--- src/rtl/mau_pkg.sv ---
// Shared MAU definitions: opcode width and the instruction/result record layouts.
package mau_pkg;

    localparam int unsigned MAU_OPW = 8;
    localparam int unsigned MAU_DW  = 8;
    localparam int unsigned MAU_RW  = 18;

    typedef struct packed {
        logic [MAU_OPW-1:0] op;
        logic [MAU_DW-1:0]  a1;
        logic [MAU_DW-1:0]  a2;
        logic [MAU_DW-1:0]  b1;
        logic [MAU_DW-1:0]  b2;
    } instr_t;

    typedef struct packed {
        logic              carry;
        logic [MAU_RW-1:0] data;
    } res_t;

endpackage

--- src/rtl/mau_sync_fifo.sv ---
// First-word-fall-through synchronous FIFO with async reset and a synchronous clear.
module mau_sync_fifo #(
    parameter  int unsigned W     = 8,
    parameter  int unsigned DEPTH = 4,
    localparam int unsigned AW    = $clog2(DEPTH),
    localparam int unsigned CW    = $clog2(DEPTH + 1)
) (
    input  logic          clk,
    input  logic          rst,
    input  logic          clear,
    input  logic          push,
    input  logic [W-1:0]  din,
    input  logic          pop,
    output logic [W-1:0]  dout,
    output logic          full,
    output logic          empty,
    output logic [CW-1:0] count
);

    logic [W-1:0] mem [DEPTH];
    logic [AW:0]  wr_ptr;
    logic [AW:0]  rd_ptr;
    logic [AW:0]  diff;
    logic         do_push;
    logic         do_pop;

    assign full    = (wr_ptr[AW] != rd_ptr[AW]) && (wr_ptr[AW-1:0] == rd_ptr[AW-1:0]);
    assign empty   = (wr_ptr == rd_ptr);
    assign diff    = wr_ptr - rd_ptr;
    assign count   = CW'(diff);
    assign do_push = push && !full;
    assign do_pop  = pop && !empty;
    // Head is masked when empty so the outputs read zero after reset or clear.
    assign dout    = empty ? '0 : mem[rd_ptr[AW-1:0]];

    always_ff @(posedge clk or posedge rst) begin
        if (rst) begin
            wr_ptr <= '0;
            rd_ptr <= '0;
        end else if (clear) begin
            wr_ptr <= '0;
            rd_ptr <= '0;
        end else begin
            if (do_push) wr_ptr <= wr_ptr + 1'b1;
            if (do_pop)  rd_ptr <= rd_ptr + 1'b1;
        end
    end

    always_ff @(posedge clk) begin
        if (do_push && !clear) mem[wr_ptr[AW-1:0]] <= din;
    end

endmodule

--- src/rtl/mau_issue_ctrl.sv ---
// In-order issue/retire controller: instruction FIFO, credit-gated issue, result FIFO, flush with discard.
module mau_issue_ctrl
    import mau_pkg::*;
#(
    parameter  int unsigned DW     = 8,
    parameter  int unsigned RW     = 18,
    parameter  int unsigned IDEPTH = 4,
    parameter  int unsigned RDEPTH = 4,
    localparam int unsigned CW     = $clog2(RDEPTH + 1)
) (
    input  logic                 clk,
    input  logic                 rst,
    input  logic                 ins_valid,
    output logic                 ins_ready,
    input  logic [MAU_OPW-1:0]   ins_op,
    input  logic [4*DW-1:0]      ins_opnd,
    output logic                 cmd_valid,
    input  logic                 cmd_ready,
    output logic [MAU_OPW-1:0]   cmd_op,
    output logic [4*DW-1:0]      cmd_opnd,
    input  logic                 res_valid,
    output logic                 res_ready,
    input  logic [RW-1:0]        res_data,
    input  logic                 res_carry,
    output logic                 out_valid,
    input  logic                 out_ready,
    output logic [RW-1:0]        out_data,
    output logic                 out_carry,
    input  logic                 flush,
    output logic [CW-1:0]        inflight,
    output logic                 busy,
    output logic                 err_unexp
);

    localparam int unsigned IW  = MAU_OPW + 4 * DW;
    localparam int unsigned ICW = $clog2(IDEPTH + 1);
    // Discard is not limited by credit (issues continue after a flush), so it gets headroom.
    localparam int unsigned DCW = CW + 2;

    logic           ins_full;
    logic           ins_empty;
    logic [ICW-1:0] ins_count;
    logic           res_full;
    logic           res_empty;
    logic [CW-1:0]  res_count;
    logic [CW:0]    used;
    logic [DCW-1:0] discard;
    logic [DCW-1:0] pending;
    logic           cmd_fire;
    logic           res_fire;
    logic           res_keep;
    logic           res_drop;
    logic           out_fire;

    mau_sync_fifo #(.W(IW), .DEPTH(IDEPTH)) u_ins_fifo (
        .clk   (clk),
        .rst   (rst),
        .clear (flush),
        .push  (ins_valid),
        .din   ({ins_op, ins_opnd}),
        .pop   (cmd_fire),
        .dout  ({cmd_op, cmd_opnd}),
        .full  (ins_full),
        .empty (ins_empty),
        .count (ins_count)
    );

    mau_sync_fifo #(.W(RW + 1), .DEPTH(RDEPTH)) u_res_fifo (
        .clk   (clk),
        .rst   (rst),
        .clear (flush),
        .push  (res_keep && !res_full),
        .din   ({res_carry, res_data}),
        .pop   (out_fire),
        .dout  ({out_carry, out_data}),
        .full  (res_full),
        .empty (res_empty),
        .count (res_count)
    );

    always_comb begin
        used      = {1'b0, res_count} + {1'b0, inflight};
        pending   = discard + DCW'(inflight);
        ins_ready = !ins_full;
        cmd_valid = !ins_empty && (used < (CW + 1)'(RDEPTH));
        cmd_fire  = cmd_valid && cmd_ready;
        res_ready = (pending != '0);
        res_fire  = res_valid && res_ready;
        res_drop  = res_fire && (discard != '0);
        res_keep  = res_fire && (discard == '0);
        out_valid = !res_empty;
        out_fire  = out_valid && out_ready;
        busy      = (ins_count != '0) || !res_empty || (inflight != '0);
    end

    always_ff @(posedge clk or posedge rst) begin
        if (rst) begin
            inflight  <= '0;
            discard   <= '0;
            err_unexp <= 1'b0;
        end else begin
            if (res_valid && !res_ready) err_unexp <= 1'b1;
            if (flush) begin
                // Everything outstanding becomes discard; a retire this cycle consumes one of them.
                inflight <= '0;
                discard  <= pending + DCW'(cmd_fire) - DCW'(res_fire);
            end else begin
                inflight <= inflight + CW'(cmd_fire) - CW'(res_keep);
                discard  <= discard - DCW'(res_drop);
            end
        end
    end

endmodule
--- config.mk ---
export PLATFORM = sky130hd
export DESIGN_NAME = mau_issue_ctrl
export DESIGN_NICKNAME = d
export VERILOG_FILES = /design/src/rtl/mau_pkg.sv /design/src/rtl/mau_sync_fifo.sv /design/src/rtl/mau_issue_ctrl.sv
export SDC_FILE = /design/constraint.sdc
export NUM_CORES = 1
export LEC_CHECK = 0
export BUFFER_PORTS_ARGS = -buffer_cell sky130_fd_sc_hd__buf_4
export CAP_MARGIN = 5
export CORE_MARGIN = 2
export CORE_UTILIZATION = 55
export DETAILED_ROUTE_END_ITERATION = 12
export PLACE_DENSITY_LB_ADDON = 0.08
export SLEW_MARGIN = 15
export SYNTH_ARGS = -nofsm -noshare
export SYNTH_HDL_FRONTEND = slang
export SYNTH_HIERARCHICAL = 1
export SYNTH_SLANG_ARGS = --single-unit
--- constraint.sdc ---
create_clock -name clk -period 5.5 [get_ports clk]
set_input_delay 0.825 -clock clk [delete_from_list [all_inputs] [get_ports clk]]
set_output_delay 0.825 -clock clk [all_outputs]
set_load 0.03 [all_outputs]
; Word-level counts from Yosys, hierarchy flattened
; Memory sizes are Yosys's and may differ from the RTL's.
; Index checks and enable logic that the tools add are counted.
[word_totals]
in_bits = 66
out_inout_bits = 68
memories = 2
regBits = 21
elab_cells = 78
ramBits = 236
[classes]
n_eq_ne = 6
n_reduce_logical = 33
mux = 16
magnitude_cmp = 1
n_addsub = 13
[mem_list]
columns = memory, words, width, rd, rd_ports_with_merged_regs, write_ports, line
row1 = u_ins_fifo.mem, 4, 40, 1, 0, 1, mau_sync_fifo.sv:20  ; logic [W-1:0] mem [DEPTH];
row2 = u_res_fifo.mem, 4, 19, 1, 0, 1, mau_sync_fifo.sv:20
[op_table]
columns = op, n
row1 = 40-bit 2-to-1 mux, 1
row2 = 3-bit 2-to-1 mux, 9
row3 = 19-bit 2-to-1 mux, 1
row4 = 1-bit logical AND, 16
row5 = 3-bit by 1-bit adder with 3-bit output (second input constant), 4
row6 = 5-bit nonzero test, 2
row7 = 5-bit by 1-bit subtractor with 5-bit output, 2
row8 = 2-bit nonzero test, 4
row9 = 3-bit equality test, 2
row10 = 1-bit zero test, 6
row11 = 3-bit nonzero test, 2
row12 = 3-bit subtractor, 2
row13 = 5-bit by 1-bit adder with 5-bit output, 1
row14 = 5-bit by 3-bit adder with 5-bit output, 1
row15 = 5-bit zero test, 1
row16 = 5-bit 2-to-1 mux, 1
row17 = 3-bit by 3-bit adder with 4-bit output, 1
row18 = 2-bit equality test, 2
row19 = 4-bit by 3-bit less-than comparator with 1-bit output (second input constant), 1
row20 = 1-bit 2-to-1 mux, 4
row21 = 3-bit by 1-bit adder with 3-bit output, 1
row22 = 3-bit by 1-bit subtractor with 3-bit output, 1
row23 = 1-bit logical OR, 2
row24 = 1-bit != test, 2

; Logic depth before layout (Yosys ltp)
; Gate-level depths: netlist (run 1).
[logic_depth]
ltp_word = 9
depth_mapped = 18
depth_no_buf = 18

; Cells and area by module
; Netlist (run 1), hierarchy kept.
[by_module_without_submodules]
columns = module, cells_per_inst, seq_area_each_um2, instances, area_each_um2
row1 = mau_sync_fifo (u_ins_fifo), 319, 4954.8, 1, 6617.6
row2 = mau_sync_fifo (u_res_fifo), 185, 2432.3, 1, 3463.3
row3 = mau_issue_ctrl, 102, 225.2, 1, 927.1

; Worst setup path before layout (run 1)
; OpenSTA, ideal clock, no wires.
[synth_path]
path_kind = reg-to-reg
from = register inflight[0]
to = memory u_res_fifo/mem[0][0] (netlist bit) (enable)
path_buffers = 1
setup_ps = 444
required_time_ps = 5056
path_stages_with_launch = 11
arrival_ps = 4501
period_less_slack_ps = 4945
slack_ps = 555
path_cell_list = dfrtp_1 -> ha_1 -> inv_1 -> fa_1 -> nand2b_1 -> a211o_1 -> nand3_2 -> nand2_2 -> nor4_1 -> clkbuf_1 -> nor4bb_1
[synth_between]
elab_chain_len = 9
[synth_lines]
columns = item, line
row1 = start: declaration, mau_issue_ctrl.sv:30  ; output logic [CW-1:0] inflight,
row2 = start signal: assignment, mau_issue_ctrl.sv:108  ; inflight <= inflight + CW'(cmd_fire) - CW'(res_keep);
row3 = 5-bit by 3-bit adder with 5-bit output, mau_issue_ctrl.sv:83  ; pending = discard + DCW'(inflight);
row4 = 5-bit nonzero test, mau_issue_ctrl.sv:87  ; res_ready = (pending != '0);
row5 = named net res_ready, mau_issue_ctrl.sv:22  ; output logic res_ready,
row6 = 1-bit logical AND, mau_issue_ctrl.sv:88  ; res_fire = res_valid && res_ready;
row7 = 1-bit logical AND, mau_issue_ctrl.sv:90  ; res_keep = res_fire && (discard == '0);
row8 = 1-bit logical AND, mau_issue_ctrl.sv:72  ; .push (res_keep && !res_full),
row9 = 1-bit logical AND, mau_sync_fifo.sv:31  ; assign do_push = push && !full;
row10 = 1-bit logical AND, mau_sync_fifo.sv:50  ; if (do_push && !clear) mem[wr_ptr[AW-1:0]] <= din;
row11 = 1-bit 2-to-1 mux, mau_sync_fifo.sv:50
row12 = 1-bit 2-to-1 mux (implied by the code), mau_sync_fifo.sv:50
row13 = end: declaration, mau_sync_fifo.sv:20
; The timed path passes the listed nets, and every way through them passes these cells.

; Worst setup path in the final report (run 1)
[layout_path]
from = register u_res_fifo.rd_ptr[1]
to = register discard[4]
[layout_between]
elab_chain_len = 8
[layout_lines]
columns = item, line
row1 = start: declaration, mau_sync_fifo.sv:22  ; logic [AW:0] rd_ptr;
row2 = start signal: assignment, mau_sync_fifo.sv:45  ; if (do_pop) rd_ptr <= rd_ptr + 1'b1;
row3 = 3-bit subtractor, mau_sync_fifo.sv:29  ; assign diff = wr_ptr - rd_ptr;
row4 = named net res_count[2], mau_issue_ctrl.sv:45  ; logic [CW-1:0] res_count;
row5 = 3-bit by 3-bit adder with 4-bit output, mau_issue_ctrl.sv:82  ; used = {1'b0, res_count} + {1'b0, inflight};
row6 = 4-bit by 3-bit less-than comparator with 1-bit output, mau_issue_ctrl.sv:85  ; cmd_valid = !ins_empty && (used < (CW + 1)'(RDEPTH));
row7 = 1-bit logical AND, mau_issue_ctrl.sv:85
row8 = 1-bit logical AND, mau_issue_ctrl.sv:86  ; cmd_fire = cmd_valid && cmd_ready;
row9 = named net cmd_fire, mau_issue_ctrl.sv:49  ; logic cmd_fire;
row10 = 5-bit by 1-bit adder with 5-bit output, mau_issue_ctrl.sv:106  ; discard <= pending + DCW'(cmd_fire) - DCW'(res_fire);
row11 = 5-bit by 1-bit subtractor with 5-bit output, mau_issue_ctrl.sv:106
row12 = 5-bit 2-to-1 mux, mau_issue_ctrl.sv:103  ; if (flush) begin
row13 = end signal: assignment, mau_issue_ctrl.sv:106
row14 = end signal: assignment, mau_issue_ctrl.sv:109  ; discard <= discard - DCW'(res_drop);
row15 = end: declaration, mau_issue_ctrl.sv:47  ; logic [DCW-1:0] discard;
; The timed path passes the listed nets, and every way through them passes these cells.
; A chain may end at the register's enable or synchronous reset.

==> results of run 1 <==
[cells by family (layout without fill, tap and decap cells)]
family | Yosys count | in the layout | share of synthesized area (%)
AO/OA/AOI/OAI | 32 | 32 | 2.08
XOR/XNOR | 14 | 14 | 1.25
adder cells (fa/ha/maj) | 33 | 33 | 4.09
buffers and inverters | 58 | 224 | 2.53
flip-flops | 257 | 257 | 69.2
multiplexers | 60 | 60 | 12.2
AND/OR/NAND/NOR | 152 | 152 | 8.73
[state kept, by name, indices dropped and copies added (netlist names)]
register           flops
u_res_fifo/wr_ptr      3
u_res_fifo/mem        76
err_unexp              1
u_res_fifo/rd_ptr      3
u_ins_fifo/rd_ptr      3
discard                5
u_ins_fifo/wr_ptr      3
u_ins_fifo/mem       160
inflight               3
[worst paths after layout]
check | cells past startpoint | startpoint | endpoint
worst max-delay path | 16 | u_res_fifo/rd_ptr[1] | discard[4]
worst min-delay path | 2 | rst | u_ins_fifo/wr_ptr[2]
worst max register to register | 16 | u_res_fifo/rd_ptr[1] | discard[4]
worst min register to register | 1 | err_unexp | err_unexp
max in group asynchronous | 2 | rst | inflight[2]
min in group clk | 1 | err_unexp | err_unexp
[metal layers]
metal  vias to the layer above  global-route usage [%]  wire, microns
li1                       2653                       -              -
met1                      2962                    24.5           8010
met2                       151                    35.1          10800
met3                        31                    5.24           1350
met4                         0                    5.05            371
met5                         -                       0              0
[area by class of cell]
| cell class | instances | area [sq um] | share of cell area (%) |
|---|---|---|---|
| clock buffer | 31 | 691 | 5.23 |
| clock inverter | 18 | 191 | 1.45 |
| inverter | 30 | 113 | 0.853 |
| multi-input combinational | 291 | 3180 | 24.0 |
| sequential | 257 | 7610 | 57.7 |
| tap | 265 | 332 | 2.51 |
| timing repair buffer | 145 | 1090 | 8.24 |
[metrics by stage]
| stage | utilization [%] | setup slack (ps) | hold slack, ps | total power, mW |
|---|---|---|---|---|
| finish | 67.6 | 1290 | 253 | 7.23 |
| global route | 67.6 | 1020 | 253 | 7.62 |
| CTS | 67.6 | 1280 | 239 | 7.31 |
| detailed placement | 63.1 | 1300 | 463 | 5.52 |
| global placement | 63.1 | 1330 | 453 | 5.46 |
| floorplan | - | 555 | 546 | 4.56 |
[cell usage after synthesis (3+ instances only)]
master	count
sky130_fd_sc_hd__a21oi_1	10
sky130_fd_sc_hd__a31oi_1	7
sky130_fd_sc_hd__and3_1	5
sky130_fd_sc_hd__buf_2	6
sky130_fd_sc_hd__buf_4	4
sky130_fd_sc_hd__buf_6	5
sky130_fd_sc_hd__clkbuf_1	12
sky130_fd_sc_hd__dfrtp_1	21
sky130_fd_sc_hd__edfxtp_1	236
sky130_fd_sc_hd__fa_1	5
sky130_fd_sc_hd__ha_1	28
sky130_fd_sc_hd__inv_1	29
sky130_fd_sc_hd__mux4_2	59
sky130_fd_sc_hd__nand2_1	12
sky130_fd_sc_hd__nand2_2	4
sky130_fd_sc_hd__nand2b_1	3
sky130_fd_sc_hd__nand3_1	10
sky130_fd_sc_hd__nand4_1	3
sky130_fd_sc_hd__nor2_1	15
sky130_fd_sc_hd__nor2b_1	64
sky130_fd_sc_hd__nor3_1	5
sky130_fd_sc_hd__nor3b_1	5
sky130_fd_sc_hd__nor4bb_1	5
sky130_fd_sc_hd__o21ai_0	3
sky130_fd_sc_hd__or4_1	7
sky130_fd_sc_hd__xnor2_1	10
sky130_fd_sc_hd__xor2_1	3
[critical path: cells and delay by family, from the launching register on]
kind	cells	cell delay, ps
flops	1	770
buf+inv	2	190
xor+xnor	3	450
compound gates	3	490
fa+ha+maj	4	1370
simple gates	4	860
[cell usage in the layout (no fill, tap or decap), drive strengths merged, types with 10 or more instances in the layout]
cell    count
mux4       59
buf       145
nor2b      65
clkinv     12
a21oi      10
xnor2      10
dfrtp      21
nand2      16
edfxtp    236
clkbuf     31
nand3      11
ha         28
inv        31
nor2       15
[where the power goes]
part           switching [mW]  internal [mW]
clock                   0.693           1.08
sequential             0.0927           2.30
combinational            1.83           1.23
total                    2.62           4.61
==> implementation parameters, run 1 <==
Parameter                              Value

Status
  Run status ... complete, no violations

Run
  Max-cap viol count ... 0

Layout
  Count of inserted antenna diode cells ... 0
  Final Net Count ... 851
  Share of layout cells above drive strength 1 ... between 30% and 40%
  Post-route cell area ... approximately 13000 sq um
  Area Overhead vs Synth ... 20.0%
  Finished Layout Cells ... 1037
  Fill cell count ... 1324

Clocking
  Total clock buffers created by CTS ... 27
  Number of setup buffers added after CTS ... 0
  CTS H-Tree Depth ... 1
  Number of resized instances in the post-cts repair step ... 0
  Number of hold buffers added after CTS ... 0
  TritonCTS clock tree ... built
  Insertion delay of the later-clocked pin in the worst-skew pair ... 520 ps
  Largest buffer count on any clock path ... 3
  Clock root buffer master ... sky130_fd_sc_hd__clkbuf_16
  Post-CTS clock slew at the launch and capture registers of the worst setup and hold paths ... around 60 ps
  Number of sinks on the clock net ... 257

Synthesis
  Library cell with the largest summed area after synthesis ... sky130_fd_sc_hd__edfxtp_1
  Async S/R FF share, synth ... 8.17%
  Most common flop cell mapped by yosys ... sky130_fd_sc_hd__edfxtp_1
  Register bit total from synthesis ... 257
  Unique masters post-synth ... 49
  Count of flip-flops with a built-in enable after synthesis ... 236
  Post-Syn Area per Cell ... 18.2 sq um
  Synthesized instance count ... between 600 and 700
  Post-synth top area share ... 64.4%
  Leading cell types by total area after synthesis ... sky130_fd_sc_hd__edfxtp_1 (64%), sky130_fd_sc_hd__mux4_2 (12%), sky130_fd_sc_hd__dfrtp_1 (4.8%), sky130_fd_sc_hd__nor2b_1 (3.6%), sky130_fd_sc_hd__ha_1 (3.2%)
  Sequential element share of the synthesized area ... 69.2%
  Warning count from the yosys run ... 6
  Cell Area, Synth ... 11000 sq um
  Synthesized net count ... 705

Timing
  Fmax ... 237 MHz
  Setup Skew ... 14.0 ps
  Final setup violation count ... 0
  Post-layout min period ... 4210 ps
  Setup repair after global routing missed its margin ... false
  Post-route clock period utilization ... 76.6%
  Final Hold Viols ... 0
  Worst-Margin Slew ... around 1100 ps
  Total negative slack ... 0 ps
  Slew Limit Fails ... 0
  Slew margin rel. ... between 20% and 30%

Power
  Power per unit of standard cell area ... 548 nW/um^2
  Reported leakage power ... between 4 and 5 nW
  Largest voltage drop on the vdd net ... slightly below 0.0004 V

Routing
  Drt total wl ... 20500 microns
  First-pass iteration count of the detailed router ... 4
  Via Count ... 5797
  Drt first-iter violations ... 335
  Routed vias/inst ... 5.59
  Wirelength per Cell ... around 20 microns
  DRC viols ... 0
  Antenna-violating nets left ... 0

Global route
  Maximum number of pins on one net before global-route repair ... 49
  Total track usage ... 19.8%
  Number of global-route vias before repair ... 6250
  First-pass GRT wire length ... 33100 microns
  Final global-route overflow total ... 0
  Number of antenna violations at the first check in global routing ... 0

Worst setup path
  R2R Setup Slk ... between 1000 and 1500 ps
  Nature of the critical path endpoint ... register
  Worst stage delay on the critical path ... 770 ps
  Required time of the worst setup path ... 5940 ps
  Max stage delay cell, worst path ... sky130_fd_sc_hd__dfrtp_1
  Startpoint Class ... register
  Category of the critical setup timing path ... reg -> reg
  CP Data Arrival Time ... 4650 ps
  Critical-path cell list ... fa_1 > xnor2_1 > ha_1 > or4_1 > a31oi_2 > nand2_2 > inv_2 > xnor2_1 > ha_1 > inv_1 > fa_1 > nand2b_1 > a21oi_1 > nor2_1 > xor3_1 > a21oi_1
  Worst-path maximum fanout ... 22

Die
  Total I/O pin count ... 134
  Core area ... 19500 sq um
  Chip Height ... 145 microns
  Die area ... between 20000 and 25000 sq um
  Number of standard-cell rows in the floorplan ... a little over 50
  Die width ... 145 microns
  Initial Utilization ... 56.4%

Placed design
  Cell total after placement ... 988
  Placed wire-length estimate after detailed placement ... approximately 12000 microns
  Routability congestion estimate ... between 0.7 and 0.8
  Count of input and output buffers ... 133
  Post-DP Area ... 12300 sq um

Hold path
  Class of the worst hold path ... in -> async
Note: power is estimated with default switching activity, not from simulation.
==> inputs of run 2 (changes only) <==
- ABC_AREA: unset -> 1
- clock period: 5.5 -> 3.9 ns (I/O delays scaled with it)
==> run 2 against run 1 <==
Global-route usage grew 1.2 points; flip-flop and latch count is the same; worst setup slack lost 960 ps; final cell count grew 35%; register-to-register slack lost 960 ps; non-clock buffer count grew 10; clock power grew 28%; clock-buffer cell count grew 2; maximum frequency grew 18%; synthesized cell count grew 60%; routed wire length grew 12%; critical path type unchanged; critical endpoint unchanged; largest cell class unchanged.
==> implementation parameters, run 2 <==
Parameter                              Value

Clocking
  Total clock buffers created by CTS ... 27 (unchanged)
  Post-CTS clock slew at the launch and capture registers of the worst setup and hold paths ... 60 ps (about the same)
  TritonCTS clock tree ... built
  Largest buffer count on any clock path ... 3 (unchanged)
  Insertion delay of the later-clocked pin in the worst-skew pair ... 520 ps (about the same)
  Clock root buffer master ... sky130_fd_sc_hd__clkbuf_16
  CTS H-Tree Depth ... 1 (unchanged)
  Number of sinks on the clock net ... 257 (unchanged)

Power
  Clock network fraction of design power ... 31.9% (+7.3 points)
  Power spent charging and discharging nets ... 2.12 mW (-19%)
  Largest voltage drop on the vdd net ... 0.000338 V (-15%)
  Reported leakage power ... 5.26 nW (+11%)
  Internal Dissipation ... 4.98 mW (+7.9%)
  Final total power ... 7.10 mW (-1.9%)
  Fraction of power spent switching nets ... 29.9% (-6.3 points)
  Power per unit of standard cell area ... 527 nW/um^2 (-3.8%)
  Combinational share of power ... 23.1% (-19 points)
  Sequential fraction of design power ... 45.0% (+12 points)

Synthesis
  Sequential element share of the synthesized area ... 66.9% (-2.2 points)
  Most common flop cell mapped by yosys ... sky130_fd_sc_hd__edfxtp_1
  Post-Syn Area per Cell ... 11.7 sq um (-36%)
  Top-count cell post-synth ... sky130_fd_sc_hd__nor2_1
  Async S/R FF share, synth ... 8.17% (unchanged)
  Library cell with the largest summed area after synthesis ... sky130_fd_sc_hd__edfxtp_1
  Commonest cells in the netlist ... sky130_fd_sc_hd__nor2_1 (261), sky130_fd_sc_hd__edfxtp_1 (236), sky130_fd_sc_hd__o21ai_1 (93)
  Post-synth top area share ... 62.3% (-2.1 points)
  Synthesized net count ... 1071 (+52%)
  Leading cell types by total area after synthesis ... sky130_fd_sc_hd__edfxtp_1 (62%), sky130_fd_sc_hd__nor2_1 (8.6%), sky130_fd_sc_hd__dfrtp_1 (4.6%), sky130_fd_sc_hd__o21ai_1 (4.1%), sky130_fd_sc_hd__a21oi_2 (3.8%)
  Count of flip-flops with a built-in enable after synthesis ... 236 (unchanged)
  Cell Area, Synth ... 11400 sq um (+3.3%)
  Unique masters post-synth ... 33 (-33%)
  Register bit total from synthesis ... 257 (unchanged)
  Warning count from the yosys run ... 6 (unchanged)
  Synthesized instance count ... 972 (+60%)

Routing
  Drt total wl ... 23000 microns (+12%)
  Routed vias/inst ... 5.25 (-6.1%)
  DRC viols ... 0 (unchanged)
  First-pass iteration count of the detailed router ... 4 (unchanged)
  Antenna-violating nets left ... 0 (unchanged)
  Drt first-iter violations ... 444 (+33%)
  Via Count ... 7350 (+27%)
  Wirelength per Cell ... 16.4 microns (-17%)

Global route
  Number of global-route vias before repair ... 7019 (+12%)
  Final global-route overflow total ... 0 (unchanged)
  Maximum number of pins on one net before global-route repair ... 84 (+71%)
  Number of antenna violations at the first check in global routing ... 1 (+1)
  First-pass GRT wire length ... 36100 microns (+9.0%)
  Total track usage ... 21.1% (+1.2 points)

Layout
  Final Net Count ... 1207 (+42%)
  Most frequent cells in the layout ... sky130_fd_sc_hd__nor2_1 (257), sky130_fd_sc_hd__edfxtp_1 (236), sky130_fd_sc_hd__buf_4 (147), sky130_fd_sc_hd__o21ai_1 (93), sky130_fd_sc_hd__nand2_1 (56)
  Share of layout cells above drive strength 1 ... 23.9% (-11 points)
  Area Overhead vs Synth ... 18.5%
  Finished Core Util ... 66.6% (-1.0 points)
  Most common library cell in the layout ignoring fill and taps ... sky130_fd_sc_hd__nor2_1
  Flip-flop count of the largest register, all copies and words added ... 160 (unchanged)
  Fill cell count ... 1507 (+14%)

Worst setup path
  Startpoint Class ... register
  Max stage delay cell, worst path ... sky130_fd_sc_hd__fa_1
  Required time of the worst setup path ... 4310 ps (-1630 ps)
  Critical-path cell list ... inv_1 > ha_1 > fa_1 > xor2_1 > ha_1 > nor2_1 > nand2_1 > a31oi_2 > nand2_1 > inv_2 > nand2_2 > nand2_1 > ha_1 > inv_1 > fa_1 > inv_1 > a21oi_1 > nor2_1 > nor2_1 > inv_1 > nand3_1 > nand3_1 > nand2_1
  Category of the critical setup timing path ... reg -> reg
  Nature of the critical path endpoint ... register
  Worst-path maximum fanout ... 5 (-77%)
  Crit path max-delay family ... adder cells
  Worst stage delay on the critical path ... 420 ps (-350 ps)
  Number of buffers and inverters on the critical path ... 5 (+3)
  CP Data Arrival Time ... 3980 ps (-670 ps)

Die
  Initial Utilization ... 56.2% (-0.16 points)
  Die width ... 148 microns (+1.6%)
  Number of standard-cell rows in the floorplan ... 52 (+2.0%)
  Core area ... 20200 sq um (+3.6%)
  Chip Height ... 148 microns (+1.6%)
  Die area ... 21800 sq um (+3.2%)
  Total I/O pin count ... 134 (unchanged)

Timing
  Total negative slack ... 0 ps (unchanged)
  Setup Skew ... 7.89 ps (-6.13 ps)
  Post-route clock period utilization ... 91.5% (+15 points)
  Setup repair after global routing missed its margin ... false
  Post-layout min period ... 3570 ps (-645 ps)
  Fmax ... 280 MHz (+18%)
  Slew Limit Fails ... 0 (unchanged)
  Slew margin rel. ... 40.4% (+13 points)
  Worst-Margin Slew ... 895 ps (-194 ps)
  Final Hold Viols ... 0 (unchanged)
  Final setup violation count ... 0 (unchanged)

Placed design
  Routability congestion estimate ... 0.822 (+3.9%)
  Placed wire-length estimate after detailed placement ... 13700 microns (+10%)
  Count of input and output buffers ... 133 (unchanged)

Status
  Run status ... complete, no violations

Run
  Max-cap viol count ... 0 (unchanged)

Hold path
  Class of the worst hold path ... in -> reg
## run 2: power by group through the flow
stage / Sequential [mW] / Combinational [mW] / Clock (mW)
final: 3.19 / 1.64 / 2.27
after detailed placement: 3.25 / 1.63 / 0
after floorplan: 3.26 / 1.15 / 0
after global routing: 3.20 / 1.82 / 2.43
after global placement: 3.24 / 1.60 / 0
after CTS: 3.19 / 1.64 / 2.32
## run 2: worst paths after layout
| kind | start | to | slack [ps] | cells after the start |
|---|---|---|---|---|
| setup / recovery | u_res_fifo/wr_ptr[0] | discard[4] | 330 | 23 |
| hold / removal | ins_opnd[13] | u_ins_fifo/mem[1][13] | 260 | 1 |
| setup reg to reg | u_res_fifo/wr_ptr[0] | discard[4] | 330 | 23 |
| hold reg to reg | err_unexp | err_unexp | 470 | 1 |
| max in group asynchronous | rst | inflight[0] | 3000 | 3 |
| min in group asynchronous | rst | u_ins_fifo/rd_ptr[0] | 580 | 3 |
## run 2: layout make-up
cell class                 instances  area (sq um)  area share (%)
antenna                            1          2.50          0.0186
clock buffer                      33           698            5.18
clock inverter                    17          90.1           0.668
inverter                          62           238            1.76
multi-input combinational        605          3240            24.1
sequential                       257          7610            56.5
tap                              270           338            2.51
timing repair buffer             155          1250            9.30
## run 2: routing by layer
layer	track usage [%]	up-vias	share of wire (%)	wire, microns
met1	29.7	3539	46	10500
met5	0	-	0	0
met3	3.77	25	4.9	1140
met4	4.81	0	1.4	325
li1	-	3632	-	-
met2	34.8	154	48	11000
## run 2: kinds of logic after synthesis
| logic type | share of synthesized area [%] |
|---|---|
| AO/OA/AOI/OAI | 10.0 |
| XOR/XNOR | 0.539 |
| adder cells (fa/ha/maj) | 3.96 |
| buffers and inverters | 4.89 |
| AND/OR/NAND/NOR | 13.6 |
| flip-flops | 66.9 |
| multiplexers | 0.0880 |
## run 2: repair_timing
item,4_1_cts,5_1_grt
endpoints found under the setup margin,0,1
hold buffers,1,0
hold endpoints to repair,5,0
gates resized for setup,0,2
setup buffers,0,1
## run 2: through the flow
stage	cells	setup slack [ps]	hold WS [ps]	area [sq um]
2_1_floorplan	972	128	376	11400
3_3_place_gp	1347	467	460	12700
3_5_place_dp	1347	248	459	12700
4_1_cts	1398	233	237	13500
5_1_grt	1399	76.7	236	13500
6_report	1400	333	256	13500
==> inputs of run 3 (changes only) <==
- RECOVER_POWER: unset -> 25
==> run 3 against run 2 <==
Clock skew about the same; hold slack improved by 8.9 ps; sequential power barely moved; critical path type unchanged; critical endpoint unchanged; largest power group unchanged.
==> implementation parameters, run 3 (synthesis results as in run 2) <==
Parameter                              Value

Routing
  Routed vias/inst ... 5.23 (-0.30%)
  DRC viols ... 0 (unchanged)
  Met1 wire length ... 10500 microns (unchanged)
  Via Count ... 7328 (-0.30%)
  Top layer in use ... met4
  Antenna-violating nets left ... 0 (unchanged)
  Met3 routed wirelength ... 1190 microns (+4.3%)
  Routed length on met2 ... 11000 microns (about the same)
  First-pass iteration count of the detailed router ... 4 (unchanged)
  Wirelength per Cell ... 16.4 microns (+0.20%)
  Drt total wl ... 23000 microns (+0.20%)
  Drt first-iter violations ... 475 (+7.0%)

Clocking
  TritonCTS clock tree ... built
  Total clock buffers created by CTS ... 27 (unchanged)
  CTS H-Tree Depth ... 1 (unchanged)
  Post-CTS clock slew at the launch and capture registers of the worst setup and hold paths ... 60 ps (about the same)
  Largest buffer count on any clock path ... 3 (unchanged)
  Insertion delay of the later-clocked pin in the worst-skew pair ... 520 ps (about the same)
  Number of sinks on the clock net ... 257 (unchanged)
  Clock root buffer master ... sky130_fd_sc_hd__clkbuf_16

Power
  Largest voltage drop on the vdd net ... 0.000337 V (-0.29%)
  Power per unit of standard cell area ... 531 nW/um^2 (+0.92%)
  Reported leakage power ... 5.11 nW (-2.8%)

Worst setup path
  Required time of the worst setup path ... 4310 ps (about the same)
  Startpoint Class ... register
  Worst-path maximum fanout ... 5 (unchanged)
  Nature of the critical path endpoint ... register
  CP Data Arrival Time ... 3980 ps (about the same)
  Worst stage delay on the critical path ... 420 ps (about the same)
  Critical-path cell list ... inv_1 > ha_1 > fa_1 > xor2_1 > ha_1 > nor2_1 > nand2_1 > a31oi_2 > nand2_1 > inv_2 > nand2_2 > nand2_1 > ha_1 > inv_1 > fa_1 > inv_1 > a21oi_1 > nor2_1 > nor2_1 > inv_1 > nand3_1 > nand3_1 > nand2_1
  Crit path max-delay family ... adder cells
  Number of buffers and inverters on the critical path ... 5 (unchanged)
  Category of the critical setup timing path ... reg -> reg
  Max stage delay cell, worst path ... sky130_fd_sc_hd__fa_1

Global route
  First-pass GRT wire length ... 36100 microns (unchanged)
  Total track usage ... 21.1% (unchanged)
  Maximum number of pins on one net before global-route repair ... 84 (unchanged)
  Number of global-route vias before repair ... 7019 (unchanged)
  Number of antenna violations at the first check in global routing ... 1 (unchanged)
  Final global-route overflow total ... 0 (unchanged)

Layout
  Most frequent cells in the layout ... sky130_fd_sc_hd__nor2_1 (257), sky130_fd_sc_hd__edfxtp_1 (236), sky130_fd_sc_hd__buf_4 (106), sky130_fd_sc_hd__o21ai_1 (93), sky130_fd_sc_hd__nand2_1 (56)
  Finished Core Util ... 65.8% (-0.76 points)
  Finished Layout Cells ... 1400 (unchanged)
  Area Overhead vs Synth ... 17.1%
  Share of layout cells above drive strength 1 ... 20.3% (-3.6 points)
  Final Net Count ... 1207 (unchanged)
  Flip-flop count of the largest register, all copies and words added ... 160 (unchanged)
  Post-route cell area ... 13300 sq um (-1.1%)
  Most common library cell in the layout ignoring fill and taps ... sky130_fd_sc_hd__nor2_1

Timing
  Total negative slack ... 0 ps (unchanged)
  Post-layout min period ... 3570 ps (-0.0380 ps)
  Final Worst Setup Slack ... 333 ps (+0.0380 ps)
  Slew Limit Fails ... 0 (unchanged)
  Final setup violation count ... 0 (unchanged)
  Slew margin rel. ... 39.9% (-0.47 points)
  Setup repair after global routing missed its margin ... false
  Fmax ... 280 MHz (about the same)
  Worst-Margin Slew ... 902 ps (+6.98 ps)
  Setup Skew ... 7.79 ps (-0.0984 ps)
  Post-route clock period utilization ... 91.5% (about the same)
  Final Hold Viols ... 0 (unchanged)

Die
  Die area ... 21800 sq um (unchanged)
  Core area ... 20200 sq um (unchanged)
  Initial Utilization ... 56.2% (unchanged)
  Number of standard-cell rows in the floorplan ... 52 (unchanged)
  Die width ... 148 microns (unchanged)
  Total I/O pin count ... 134 (unchanged)
  Chip Height ... 148 microns (unchanged)

Run
  Max-cap viol count ... 0 (unchanged)

Placed design
  Cell total after placement ... 1347 (unchanged)
  Worst-case setup slack after placement ... 248 ps (unchanged)
  Routability congestion estimate ... 0.822 (unchanged)
  Count of input and output buffers ... 133 (unchanged)
  Post-DP Area ... 12700 sq um (unchanged)
  Placed wire-length estimate after detailed placement ... 13700 microns (unchanged)

Hold path
  Class of the worst hold path ... in -> reg

Status
  Run status ... complete, no violations
## run 3: cell types whose count changed in the layout (fill, tap and decap cells not counted), sizes merged
cell,change
buf,-41
clkbuf,+41
## run 3: path summary, 6_finish.rpt
path	start	to	slack, ps	depth (start not counted)
worst max-delay path	u_res_fifo/wr_ptr[0]	discard[4]	330	23
worst min-delay path	res_carry	u_res_fifo/mem[3][18]	270	1
worst max register to register	u_res_fifo/wr_ptr[0]	discard[4]	330	23
worst min register to register	err_unexp	err_unexp	470	1
max in group asynchronous	rst	inflight[0]	3010	3
min in group asynchronous	rst	u_ins_fifo/rd_ptr[0]	580	3
## run 3: repair_timing
action,CTS,global route
endpoints found under the setup margin,0,1
gates resized for setup,0,2
setup buffers,0,1
hold buffers,1,0
hold endpoints to repair,5,0
## run 3: cell type report
| cell class | instances | area, sq um |
|---|---|---|
| sequential | 257 | 7610 |
| fill | 1556 | 6910 |
| multi-input combinational | 605 | 3240 |
| timing repair buffer | 155 | 1100 |
| clock buffer | 33 | 698 |
| tap | 270 | 338 |
| inverter | 62 | 238 |
| clock inverter | 17 | 90.1 |
| antenna | 1 | 2.50 |
## run 3: report_power, final
| group | switching (mW) | internal, mW |
|---|---|---|
| Sequential | 0.0749 | 3.12 |
| Clock | 0.995 | 1.27 |
| Combinational | 1.05 | 0.571 |
| Total | 2.12 | 4.96 |
## run 3: stage by stage
step	total power, mW	hold slack (ps)
finish	7.08	265
global placement	4.84	460
floorplan	4.40	376
detailed placement	4.87	459
CTS	7.15	237
global route	7.43	255
## run 3: routing by layer
metal,up-vias,GRT usage [%]
met3,25,3.77
met2,152,34.8
met1,3516,29.7
li1,3635,-
met4,0,4.81
met5,-,0
